<file path="src/rtl/spi_wr_master.sv">
// spi_wr_master: serialises one {addr, data} register write per request into a
// cs_n-framed SPI transaction that a spi_slave on the same clk captures.
//
// Ports:
//   clk        system clock, shared with the slave
//   reset      synchronous active-high reset
//   req_valid  write request present
//   req_ready  request accepted this cycle when high with req_valid (IDLE only)
//   req_addr   4-bit register address, latched on handshake
//   req_data   8-bit write data, latched on handshake
//   sclk       SPI clock, idles low
//   cs_n       SPI chip select, active low
//   mosi       serial data, MSB first
//   busy       high whenever not IDLE
//   done       one-cycle pulse on the first GAP cycle of a completed frame
module spi_wr_master #(
   parameter int unsigned CLK_DIV  = 4,
   parameter int unsigned IDLE_GAP = 4
) (
   input  logic       clk,
   input  logic       reset,
   input  logic       req_valid,
   output logic       req_ready,
   input  logic [3:0] req_addr,
   input  logic [7:0] req_data,
   output logic       sclk,
   output logic       cs_n,
   output logic       mosi,
   output logic       busy,
   output logic       done
);

   localparam int unsigned DIV_W   = $clog2(CLK_DIV) + 1;
   localparam int unsigned GAP_W   = $clog2(IDLE_GAP) + 1;
   localparam int unsigned FRAME_W = 14;
   localparam int unsigned BIT_W   = 4;

   localparam logic [BIT_W-1:0] LAST_BIT = BIT_W'(FRAME_W - 1);
   localparam logic [DIV_W-1:0] DIV_LAST = DIV_W'(CLK_DIV - 1);
   localparam logic [GAP_W-1:0] GAP_LAST = GAP_W'(IDLE_GAP - 1);

   localparam logic [1:0] ST_IDLE  = 2'd0;
   localparam logic [1:0] ST_SHIFT = 2'd1;
   localparam logic [1:0] ST_HOLD  = 2'd2;
   localparam logic [1:0] ST_GAP   = 2'd3;

   // Reject illegal timing parameters at elaboration
   if (CLK_DIV < 4) begin : g_bad_clk_div
      $error("spi_wr_master: CLK_DIV must be >= 4");
   end
   if (IDLE_GAP < 1) begin : g_bad_idle_gap
      $error("spi_wr_master: IDLE_GAP must be >= 1");
   end

   logic [1:0]         state,   state_d;
   logic [DIV_W-1:0]   div_cnt, div_cnt_d;
   logic [BIT_W-1:0]   bit_cnt, bit_cnt_d;
   logic [GAP_W-1:0]   gap_cnt, gap_cnt_d;
   logic [FRAME_W-1:0] frame,   frame_d;
   logic               sclk_d, cs_n_d, mosi_d, done_d;
   logic [BIT_W-1:0]   nxt_bit;

   assign req_ready = (state == ST_IDLE);
   assign busy      = (state != ST_IDLE);

   // State and registered-output update
   always_ff @(posedge clk) begin
      if (reset) begin
         state   <= ST_IDLE;
         div_cnt <= '0;
         bit_cnt <= '0;
         gap_cnt <= '0;
         frame   <= '0;
         sclk    <= 1'b0;
         cs_n    <= 1'b1;
         mosi    <= 1'b0;
         done    <= 1'b0;
      end else begin
         state   <= state_d;
         div_cnt <= div_cnt_d;
         bit_cnt <= bit_cnt_d;
         gap_cnt <= gap_cnt_d;
         frame   <= frame_d;
         sclk    <= sclk_d;
         cs_n    <= cs_n_d;
         mosi    <= mosi_d;
         done    <= done_d;
      end
   end

   // Next-state and next-output logic
   always_comb begin
      state_d   = state;
      div_cnt_d = div_cnt;
      bit_cnt_d = bit_cnt;
      gap_cnt_d = gap_cnt;
      frame_d   = frame;
      sclk_d    = sclk;
      cs_n_d    = cs_n;
      mosi_d    = mosi;
      done_d    = 1'b0;
      nxt_bit   = bit_cnt + BIT_W'(1);

      case (state)
         ST_IDLE: begin
            cs_n_d = 1'b1;
            sclk_d = 1'b0;
            mosi_d = 1'b0;
            if (req_valid) begin
               // Dummy leading bit wakes the slave, trailing commit bit fires its write
               frame_d   = {1'b0, req_addr, req_data, 1'b0};
               state_d   = ST_SHIFT;
               div_cnt_d = '0;
               bit_cnt_d = '0;
               cs_n_d    = 1'b0;
               mosi_d    = frame_d[FRAME_W-1];
            end
         end

         ST_SHIFT: begin
            cs_n_d = 1'b0;
            if (div_cnt == DIV_LAST) begin
               div_cnt_d = '0;
               if (!sclk) begin
                  sclk_d = 1'b1;
               end else if (bit_cnt == LAST_BIT) begin
                  sclk_d  = 1'b0;
                  mosi_d  = 1'b0;
                  state_d = ST_HOLD;
               end else begin
                  // mosi changes only at the start of a low half
                  sclk_d    = 1'b0;
                  bit_cnt_d = nxt_bit;
                  mosi_d    = frame[LAST_BIT - nxt_bit];
               end
            end else begin
               div_cnt_d = div_cnt + DIV_W'(1);
            end
         end

         ST_HOLD: begin
            // Keep cs_n low while the slave's registered edge detect acts on the commit bit
            cs_n_d = 1'b0;
            sclk_d = 1'b0;
            mosi_d = 1'b0;
            if (div_cnt == DIV_LAST) begin
               div_cnt_d = '0;
               gap_cnt_d = '0;
               cs_n_d    = 1'b1;
               done_d    = 1'b1;
               state_d   = ST_GAP;
            end else begin
               div_cnt_d = div_cnt + DIV_W'(1);
            end
         end

         ST_GAP: begin
            cs_n_d = 1'b1;
            sclk_d = 1'b0;
            mosi_d = 1'b0;
            if (gap_cnt == GAP_LAST) begin
               gap_cnt_d = '0;
               state_d   = ST_IDLE;
            end else begin
               gap_cnt_d = gap_cnt + GAP_W'(1);
            end
         end

         default: begin
            state_d = ST_IDLE;
         end
      endcase
   end

endmodule

</file>
<file path="config.mk">
export PLATFORM = sky130hd
export DESIGN_NAME = spi_wr_master
export DESIGN_NICKNAME = d
export VERILOG_FILES = /design/src/rtl/spi_wr_master.sv
export SDC_FILE = /design/constraint.sdc
export NUM_CORES = 1
export LEC_CHECK = 0
export ABC_AREA = 1
export CORE_UTILIZATION = 40
export DETAILED_ROUTE_END_ITERATION = 8
export GPL_TIMING_DRIVEN = 0
export PLACE_DENSITY = 0.61
export SYNTH_ARGS = -nofsm -noshare
export SYNTH_HDL_FRONTEND = slang
export SYNTH_SLANG_ARGS = --single-unit
</file>
<file path="constraint.sdc">
create_clock -name clk -period 1.7 [get_ports clk]
set_clock_uncertainty 0.1 [all_clocks]
set_input_delay 0.255 -clock clk [delete_from_list [all_inputs] [get_ports clk]]
set_output_delay 0.255 -clock clk [all_outputs]
set_load 0.05 [all_outputs]
</file>
==> results.yml <==
yosys:
  synth_edf_count: 0
  synth_area_um2: 1450
  syn_nets: 229
  async_reset_ff_share_pct: 0
  syn-instance-count: 203
  synth_top_area_share_pct: 38.7
  synth_most_common_cell: "nand2_1"
  synthFlopType: "dfxtp_1"
  ys_top_cells_by_count: "nand2_1 (41), nor2_1 (29), dfxtp_1 (28)"
  ys_ff_latch: 28
  synthDistinctLibCells: 25
  ys_seq_area_share_pct: 38.7
  post-synth-top-area-cell: "dfxtp_1"
  yosysWarnings: 0
  syn_area_per_cell_um2: 7.14
  synth.area.top_cells: "dfxtp_1 (39%), nand2_1 (11%), ha_1 (9.5%)"
critical_path:
  cpMaxStageDelayCell: "dlygate4sd2_1"
  arrival_ps: 1270
  worst-setup-path-type: "flop to output port"
  crit_chain: "dlygate4sd2_1"
  cp-start-kind: "flop"
  cp-end-kind: "output port"
  crit_path_max_incr_delay_ps: 550
  critPathRequiredTime_ps: 1340
  path_max_fanout: 4
  critical-path-top-delay-family: "buffers and inverters"
  path_buf_inv: 1
routing:
  drcViolationCount: 0
  num_vias: 1340
  avgViaCountPerCell: 4.86
  avgRoutedWirePerCell_um: 11.2
  ant_nets: 0
  detailedRoute.firstIterationViolations: 53
  first_pass_iters: 4
  wirelength_mm: 3.10
floorplan:
  initial_core_util_pct: 42.4
  core-area_um2: 3420
  die-area_um2: 3870
  fp.dieH_um: 62.2
  fp-row-count: 21
  io_pins: 21
  die_w_um: 62.2
sta:
  hold_viol: 0
  period_needed_ps: 1630
  final-setup-viol-count: 0
  max_freq_mhz: 615
  whs_ps: 85.9
  period_share_pct: 95.7
  max_slew.worst_pin.slew_ps: 491
  slew_violations: 0
  slew_headroom_pct: 67.4
  finalSetupTns_ps: 0
  fin_ws_ps: 73.2
finish:
  utilization_pct: 55.1
  layout-drive-gt1-share_pct: 19.1
  multi_input_area_um2: 853
  fillCellCount: 349
  instances_no_fill: 276
  nets: 257
  regArea_um2: 573
  n_antenna_cell: 0
  area_growth_pct: 30.0
pwr:
  p_leak_uw: 0.000803
  ir_drop_mv: 0.628
  power_density_nw_per_um2: 1530
cts:
  clkSinkCount: 28
  cts_made_buffers: 3
  cts.clk_slew.worst_paths_ps: 160
  cts_tree: "done"
  clock_latency_ps: 330
  cts_root_buf: "clkbuf_4"
  clk_path_buf_depth: 2
  htree_num_levels: 1
  ctsHoldBuffers: 0
placed_design:
  dp_cells: 268
  dp_hpwl_mm: 2.33
  globalplace.congestion: 0.758
  pre_cts_ws_ps: -232
  portBuffers: 19
global_routing:
  grtUsageTotal_pct: 17.0
  grt_pass1_wl_mm: 5.37
  use_met1_pct: 20.9
  grt_max_degree: 17
  antenna_found_initial: 0
  grt_overflow: 0
  gr-usage-met2_pct: 30.1
  grt_pass1_vias: 1256
  met3_usage_pct: 2.21
  grt_busiest_layer: "met2"
min_path:
  hold_path_class: "input pin to flop"
flow_run:
  cap_violations: 0
status:
  status: "completed"
## kinds of logic (layout without fill, tap and decap cells)
kind of cell	count (synthesis)	after routing	share of synthesized area [%]
compound gates	40	40	15.0
xor+xnor	1	1	0.605
fa+ha+maj	11	11	9.50
buf+inv	28	55	7.86
flops	28	28	38.7
simple gates	95	95	28.3
## metrics by stage
step	instance area [um2]	power (uW)
after floorplan	1460	1940
after detailed placement	1710	2260
after global routing	1880	3130
after CTS	1790	2740
final	1880	2880
after global placement	1710	2220
## cell usage in the layout, fill, tap and decap left out, drive strengths merged, types with 2 or more instances in the layout
cell           instances
a211oi                 2
a21oi                 15
buf                    8
clkbuf                 6
clkdlybuf4s50         13
dfxtp                 28
dlygate4sd2            4
ha                    11
inv                   22
nand2                 45
nand3                 16
nand4                  2
nor2                  30
o21ai                 22
## layout make-up
class                      instances  share of cell area (%)
multi-input combinational        147                    45.3
sequential                        28                    30.4
timing repair buffer              23                    11.8
inverter                          23                    5.05
tap                               46                    3.06
clock inverter                     1                    1.59
buffer                             5                    1.53
clock buffer                       3                    1.20
## worst paths after layout
path,cells after the start,to,slack [ps],startpoint
max,1,sclk,70,sclk
min,2,bit_cnt[2],90,reset
max reg2reg,10,mosi,110,bit_cnt[1]
min reg2reg,2,gap_cnt[2],360,gap_cnt[2]
## repair_timing
item,CTS,global route
pin swaps,1,7
buffers inserted,1,3
resized for setup,24,19
cloned,0,0
setup endpoints to repair,15,19
## registers in the layout, indices dropped and copies added (netlist names)
signal and cells:
done 1, sclk 1, frame 12, mosi 1
state 2, cs_n 1, div_cnt 3, bit_cnt 4
gap_cnt 3
## per-layer routing
metal / up-vias / share of wire (%)
met4: 0 / 0.71
met1: 616 / 50
met2: 9 / 48
met5: - / 0
li1: 713 / -
met3: 2 / 1.5
## where the power goes
group / switching, uW / internal [uW] / total [uW] / leakage [uW]
sequential: 118 / 829 / 946 / 0.000232
combinational: 895 / 599 / 1490 / 0.000542
clock: 204 / 238 / 443 / 0.0000279
total: 1220 / 1670 / 2880 / 0.000803
Note: power is estimated with default switching activity, not from simulation.
